**config.mk**
```make
export PLATFORM = sky130hd
export DESIGN_NAME = ps2_rx_fifo
export DESIGN_NICKNAME = d
export VERILOG_FILES = /design/src/rtl/ps2_rx_fifo.sv
export SDC_FILE = /design/constraint.sdc
export NUM_CORES = 1
export LEC_CHECK = 0
export CELL_PAD_IN_SITES_DETAIL_PLACEMENT = 0
export CELL_PAD_IN_SITES_GLOBAL_PLACEMENT = 1
export CORE_UTILIZATION = 50
export DETAILED_ROUTE_END_ITERATION = 12
export HOLD_SLACK_MARGIN = 0.02
export PLACE_DENSITY = 0.85
export SYNTH_ARGS = -nofsm -noshare
export SYNTH_HDL_FRONTEND = slang
export SYNTH_SLANG_ARGS = --single-unit
```
**constraint.sdc**
```tcl
create_clock -name clk -period 2.6 [get_ports clk]
set_clock_uncertainty 0.05 [all_clocks]
set_input_delay 0.52 -clock clk [delete_from_list [all_inputs] [get_ports clk]]
set_output_delay 0.52 -clock clk [all_outputs]
set_load 0.05 [all_outputs]
```
**src/rtl/ps2_rx_fifo.sv**
```systemverilog
// PS/2-style serial frame receiver: synchronise and deglitch sclk/sdat, decode
// start/data/parity/stop on filtered sclk falling edges, queue words in a FIFO.
module ps2_rx_fifo #(
  parameter int DATA_BITS   = 8,
  parameter int PARITY      = 1,
  parameter int SYNC_STAGES = 2,
  parameter int FILTER      = 4,
  parameter int TIMEOUT     = 2000,
  parameter int FIFO_DEPTH  = 4
) (
  input  logic                          clk,
  input  logic                          reset_n,
  input  logic                          sclk,
  input  logic                          sdat,
  output logic [DATA_BITS-1:0]          out_data,
  output logic                          out_perr,
  output logic                          out_ferr,
  output logic                          out_valid,
  input  logic                          out_ready,
  output logic                          overflow,
  output logic                          timeout,
  output logic                          busy,
  output logic [$clog2(FIFO_DEPTH):0]   level
);
  localparam int LW = $clog2(FIFO_DEPTH);
  localparam int PW = LW + 1;
  localparam int TW = $clog2(TIMEOUT + 1);
  localparam int FW = $clog2(FILTER + 1);
  localparam int BW = $clog2(DATA_BITS + 1);
  localparam int EW = DATA_BITS + 2;

  typedef enum logic [1:0] {IDLE, DATA, PAR, STOP} state_t;

  logic [SYNC_STAGES-1:0] sclk_sync, sdat_sync;
  logic [1:0]             raw, filt;
  logic [FW-1:0]          fcnt [2];
  logic                   sclk_prev, stb, sd;
  state_t                 state, state_next;
  logic                   tout_hit, frame_done;
  logic [TW-1:0]          tcnt;
  logic [BW-1:0]          bcnt;
  logic [DATA_BITS-1:0]   shreg;
  logic                   perr_r, push_pend;
  logic [EW-1:0]          push_word;
  logic [EW-1:0]          mem [FIFO_DEPTH];
  logic [PW-1:0]          wptr, rptr;
  logic                   full, pop, do_push;

  // Lines idle high, so synchronisers and filters reset to 1.
  always_ff @(posedge clk or negedge reset_n) begin
    if (!reset_n) begin
      sclk_sync <= '1;
      sdat_sync <= '1;
      filt      <= 2'b11;
      sclk_prev <= 1'b1;
      for (int i = 0; i < 2; i++) fcnt[i] <= '0;
    end else begin
      sclk_sync <= {sclk_sync[SYNC_STAGES-2:0], sclk};
      sdat_sync <= {sdat_sync[SYNC_STAGES-2:0], sdat};
      sclk_prev <= filt[0];
      for (int i = 0; i < 2; i++) begin
        if (raw[i] == filt[i]) begin
          fcnt[i] <= '0;
        end else if (fcnt[i] == FW'(FILTER - 1)) begin
          filt[i] <= raw[i];
          fcnt[i] <= '0;
        end else begin
          fcnt[i] <= fcnt[i] + FW'(1);
        end
      end
    end
  end

  assign raw = {sdat_sync[SYNC_STAGES-1], sclk_sync[SYNC_STAGES-1]};
  assign stb = sclk_prev & ~filt[0];
  assign sd  = filt[1];

  always_ff @(posedge clk or negedge reset_n) begin
    if (!reset_n) state <= IDLE;
    else          state <= state_next;
  end

  // A strobe in the same cycle as the timeout limit wins: it proves the sender is alive.
  always_comb begin
    state_next = state;
    tout_hit   = 1'b0;
    frame_done = 1'b0;
    if (stb) begin
      case (state)
        IDLE: if (!sd) state_next = DATA;
        DATA: if (bcnt == BW'(DATA_BITS - 1)) state_next = (PARITY == 0) ? STOP : PAR;
        PAR:  state_next = STOP;
        STOP: begin
          state_next = IDLE;
          frame_done = 1'b1;
        end
        default: state_next = IDLE;
      endcase
    end else if (state != IDLE && tcnt == TW'(TIMEOUT - 1)) begin
      state_next = IDLE;
      tout_hit   = 1'b1;
    end
  end

  always_ff @(posedge clk or negedge reset_n) begin
    if (!reset_n) begin
      tcnt      <= '0;
      bcnt      <= '0;
      shreg     <= '0;
      perr_r    <= 1'b0;
      push_pend <= 1'b0;
      push_word <= '0;
      timeout   <= 1'b0;
    end else begin
      timeout   <= tout_hit;
      push_pend <= frame_done;
      if (stb || state == IDLE || tout_hit) tcnt <= '0;
      else                                  tcnt <= tcnt + TW'(1);
      if (stb) begin
        case (state)
          IDLE: begin
            bcnt   <= '0;
            shreg  <= '0;
            perr_r <= 1'b0;
          end
          DATA: begin
            shreg <= (shreg >> 1) | (DATA_BITS'(sd) << (DATA_BITS - 1));
            bcnt  <= bcnt + BW'(1);
          end
          PAR:  perr_r <= (PARITY == 1) ? ~(^shreg ^ sd) : (^shreg ^ sd);
          STOP: push_word <= {shreg, perr_r, ~sd};
          default: ;
        endcase
      end
    end
  end

  // Pointers carry one extra bit so full and empty are distinguishable.
  assign level     = wptr - rptr;
  assign full      = (level == PW'(FIFO_DEPTH));
  assign out_valid = (level != '0);
  assign pop       = out_valid & out_ready;
  assign do_push   = push_pend & (~full | pop);
  assign {out_data, out_perr, out_ferr} = mem[rptr[LW-1:0]];
  assign busy      = (state != IDLE);

  always_ff @(posedge clk or negedge reset_n) begin
    if (!reset_n) begin
      wptr     <= '0;
      rptr     <= '0;
      overflow <= 1'b0;
      for (int i = 0; i < FIFO_DEPTH; i++) mem[i] <= '0;
    end else begin
      overflow <= push_pend & full & ~pop;
      if (do_push) begin
        mem[wptr[LW-1:0]] <= push_word;
        wptr <= wptr + PW'(1);
      end
      if (pop) rptr <= rptr + PW'(1);
    end
  end
endmodule

```
### Word level (Yosys, flattened, before mapping)

Index checks and enable logic that the tools add are counted.

* register bits: 98
* input bits: 5
* word-level logic and storage cells: 101

* order comparisons: 3
* bitwise operators: 17
* mux-type cells: 23
* eq/ne operators: 12
* $add $sub $neg: 7
* reductions and logical operators: 17

Operator list (number)
* $bwmux W40: 1
* $mux W10: 3
* $bmux W10 S2: 1
* $demux W10 S2: 1
* $pmux W8 S2: 1
* $add A3 B1 Y3 const B: 4
* $mux W3: 4
* $add A11 B1 Y11 const B: 1
* $eq A11 B11 Y1 const B: 1
* $mux W11: 1
* $reduce_and A2 Y1: 5
* $mux W2: 4
* $or A7 B8 Y8: 1
* $pmux W2 S4: 1
* $pmux W4 S2: 1
* $reduce_bool A2 Y1: 4
* $reduce_xor A8 Y1: 1
* $not A1 Y1: 7
* $eq A3 B2 Y1 const B: 2
* $ge A3 B3 Y1 const B: 2
* $ne A3 B3 Y1 const B: 2
* $not A2 Y3: 2
* $and A1 B1 Y1: 5
* $add A4 B1 Y4 const B: 1
* other kinds (16): 23

### Logic depth before layout (Yosys ltp)

* depth in word-level cells: 6
* depth in mapped cells: 9
* gate-level depth less buffers: 7

### Worst setup path after synthesis

Ideal clock, no wire load.

* kind: reg-to-reg
* start: register wptr[0]
* end: register rptr[1]
* path slack: 0.114 ns
* required time: 2.422 ns
* arrival time: 2.309 ns
* period minus slack after synthesis: 2.486 ns
* setup time: 0.128 ns
* cell stages (with the launch flop): 8
* cell sequence: dfrtp_1 -> inv_1 -> ha_1 -> fa_1 -> xnor3_1 -> nand3_1 -> nand2_1 -> mux2_1

* cells in the longest elaborated chain, start to end: 3

RTL lines
* start: declaration: line 46 `logic [PW-1:0] wptr, rptr;`
* start signal: assignment: line 157 `wptr <= wptr + PW'(1);`
* $sub A3 B3 Y3: line 139 `assign level = wptr - rptr;`
* $reduce_bool A3 Y1: line 141 `assign out_valid = (level != '0);`
* net out_valid: line 18 `output logic out_valid,`
* $and A1 B1 Y1: line 142 `assign pop = out_valid & out_ready;`
* end signal: assignment: line 159 `if (pop) rptr <= rptr + PW'(1);`
* end: declaration: line 46

The timed path passes the listed nets, and every way through them passes these cells.
A chain may end at the register's enable or synchronous reset.

### Worst setup path after layout

* start: register wptr[0]
* end: output port out_valid

* cells in the longest elaborated chain, start to end: 2

RTL lines (line)
* $sub A3 B3 Y3: 139
* $reduce_bool A3 Y1: 141
* end: declaration: 18

No other way between the ends.

==> results.yml <==
outcome:
  status: "finished, final reports clean"
worst_setup_path:
  crit_chain: "inv_2 > ha_2 > fa_2 > xnor3_1 > buf_6 > nand3_4 > buf_12"
  reg2reg_to: "mem[11]"
  slowest_stage: "dfrtp_1"
  r2r_slack_ns: 0.14
  endpoint_kind: "output port"
  crit_path_max_incr_delay_ns: 0.37
  ff2ff_path_depth: 8
  critPathRequiredTime_ns: 2.03
  r2r-start: "wptr[0]"
  crit_type: "reg -> out"
  critPathLaunchType: "register"
  cp.arrival_ns: 1.92
  crit_start: "wptr[0]"
  path_max_fanout: 4
pwr:
  p_int_mw: 3.63
  switching_share_pct: 35.2
  pwr-share-comb_pct: 41.2
  pwr-share-seq_pct: 37.6
  peakVddDrop_mv: 0.628
  p_sw_mw: 1.97
  p_leak_nw: 2.45
  p_clk_share_pct: 21.2
  power.density_mw_per_mm2: 1130
  p_total_mw: 5.60
hold_path:
  hold_path.class: "in -> async"
synthesis:
  ys_async_sr_fraction_pct: 100
  synth_top_area_share_pct: 53.1
  ys_seq_elements: 98
  synth_top_cell_by_area: "dfrtp_1"
  syn-num-nets: 321
  synthTopCellsByArea: "dfrtp_1, mux2_1, mux4_2"
  ys_seq_area_share_pct: 57.4
  ys.flop_type: "dfrtp_1"
  ys_warn_count: 0
  synthTopCellsByCount: "dfrtp_1, mux2_1, ha_1, xnor2_1, nor2_1"
  synthesis.instances: 301
  ys_types: 41
  netlist_area_mm2: 0.00429
  syn_area_per_cell_um2: 14.2
  synth-edff-count: 0
  yosysMostFrequentCell: "dfrtp_1"
floorplan:
  dieArea_mm2: 0.00895
  row_count: 33
  die_w_um: 94.6
  die_y_um: 94.6
  fp.coreArea_mm2: 0.00826
  floorplan.initialDensity_pct: 51.9
  boundaryPins: 22
clock_tree:
  tritoncts: "done"
  cts_max_level: 3
  cts_buffer_depth: 2
  cts.sinks: 98
  worstSkewPairLatency_ns: 0.35
  numCtsBuffers: 9
  postCtsHoldBufs: 0
  path_clk_slew_ns: 0.09
  cts-root-buf: "clkbuf_8"
global_route:
  overflow: 0
  grt_max_degree: 53
  grt_antenna_before_repair: 0
  track_usage_pct: 17.8
  grt_pass1_vias: 2557
  grt_pass1_wl_mm: 12.2
detailed_routing:
  drt_iter0_markers: 111
  num_vias: 2394
  vias_per_cell: 5.40
  detail-route-antenna-nets: 0
  drc_errors: 0
  totalWireLength_mm: 6.81
  wire_per_inst_um: 15.4
  detailedRoute.firstPassIterationCount: 4
placement:
  place_ws_ns: 0.0602
  place_area_mm2: 0.00465
  place_congestion: 0.785
  hpwl_mm: 4.69
  dpl.cell_count: 425
  io_buffers: 21
sta:
  fin_crit_sh_pct: 95.8
  period_minus_slack_ns: 2.49
  rsz0062_at_grt: "yes"
  hold-worst-slack_ns: 0.102
  finalMaxSlewViolations: 0
  tightestPinTransition_ns: 0.693
  setup_violations: 0
  finalSetupTns_ns: 0
  slew_headroom_pct: 53.6
  hold_viol: 0
  setup_ws_ns: 0.109
  max_freq_mhz: 401
final_layout:
  fillers: 686
  syn2layout_area_growth_pct: 15.3
  design_area_mm2: 0.00494
  instances_no_fill: 443
  drive_gt1_share_pct: 22.5
  final_core_util_pct: 59.9
  n_antenna_cell: 0
  final_nets: 353
job:
  drv_cap: 0
==> registers in the layout, indices dropped and copies added (netlist names), 2 cells and up <==
register and count:
mem 40, tcnt 11, push_word 10, shreg 8
fcnt 6, bcnt 4, rptr 3, wptr 3
filt 2, sclk_sync 2, sdat_sync 2, state 2
==> worst max path at each step <==
stage,end,slack (ns)
final,out_valid,0.11
after global routing,out_valid,-0.003
after CTS,busy,0.007
after detailed placement,mem[17],0.06
after global placement,mem[12],0.14
after floorplan,rptr[1],0.11
==> cell families (layout without fill, tap and decap cells) <==
logic type                 after synthesis  after routing  synth area share [%]
DFF                                     98             98                  57.4
muxes                                   63             63                  19.2
and+or+nand+nor                         59             59                  7.44
AOI/OAI and AO/OA                       24             24                  4.08
xor gates and xnor gates                23             23                  5.34
buffers and inverters                   19             56                  2.04
adders and majority gates               15             15                  4.55
==> power by group through the flow <==
stage / combinational [mW] / clock, mW / sequential (mW)
6_report: 2.31 / 1.19 / 2.11
5_1_grt: 2.51 / 1.28 / 2.16
4_1_cts: 2.29 / 1.22 / 2.11
3_5_place_dp: 2.21 / 0 / 2.14
3_3_place_gp: 2.18 / 0 / 2.12
2_1_floorplan: 1.50 / 0 / 2.07
==> layout by cell type, fill, tap and decap left out, drive strengths merged, types with 2 or more instances in the layout <==
| cell | netlist | routed |
|---|---|---|
| dfrtp | 91 | 91 |
| mux2 | 53 | 53 |
| buf | 3 | 23 |
| nand2 | 16 | 16 |
| xnor2 | 14 | 14 |
| ha | 14 | 14 |
| nor2 | 13 | 13 |
| clkbuf | 5 | 11 |
| inv | 11 | 11 |
| mux4 | 10 | 10 |
| a22o | 9 | 9 |
| nor3 | 7 | 7 |
| xor2 | 7 | 7 |
| dfstp | 7 | 7 |
| o21ai | 7 | 7 |
| clkdlybuf4s50 | 0 | 5 |
| nand3 | 5 | 5 |
| nor2b | 4 | 4 |
| nand4 | 3 | 3 |
| nor3b | 3 | 3 |
| bufinv | 0 | 3 |
| xnor3 | 2 | 2 |
| a21oi | 2 | 2 |
| clkinv | 0 | 2 |
==> worst max-delay path: cells and delay by family (launching register included) <==
family | cells | cell delay [ns]
xor gates and xnor gates | 1 | 0.25
adders and majority gates | 2 | 0.50
buffers and inverters | 3 | 0.36
DFF | 1 | 0.37
and+or+nand+nor | 1 | 0.09
==> layout make-up <==
cell class | count | area (um^2) | share of cell area [%]
multi-input cells | 184 | 1760 | 35.6
clock buffers | 11 | 151 | 3.06
inverters | 11 | 41.3 | 0.835
flip-flops and latches | 98 | 2460 | 49.8
clock inverters | 5 | 100 | 2.02
well taps | 105 | 131 | 2.66
repair buffers | 29 | 302 | 6.10
==> routing by layer <==
metal  track usage [%]  vias to the layer above  wire, um
li1                  -                     1138         -
met1              24.5                     1211      3330
met2              28.1                       32      3180
met3              3.06                       13       166
met4              7.58                        0       137
met5                 0                        -         0
==> repair_timing <==
| action | CTS | global route |
|---|---|---|
| endpoints found under the setup margin | 2 | 37 |
| buffers inserted | 1 | 1 |
| hold endpoints to repair | 0 | 0 |
| gates resized for setup | 3 | 4 |
Note: power is estimated with default switching activity, not from simulation.
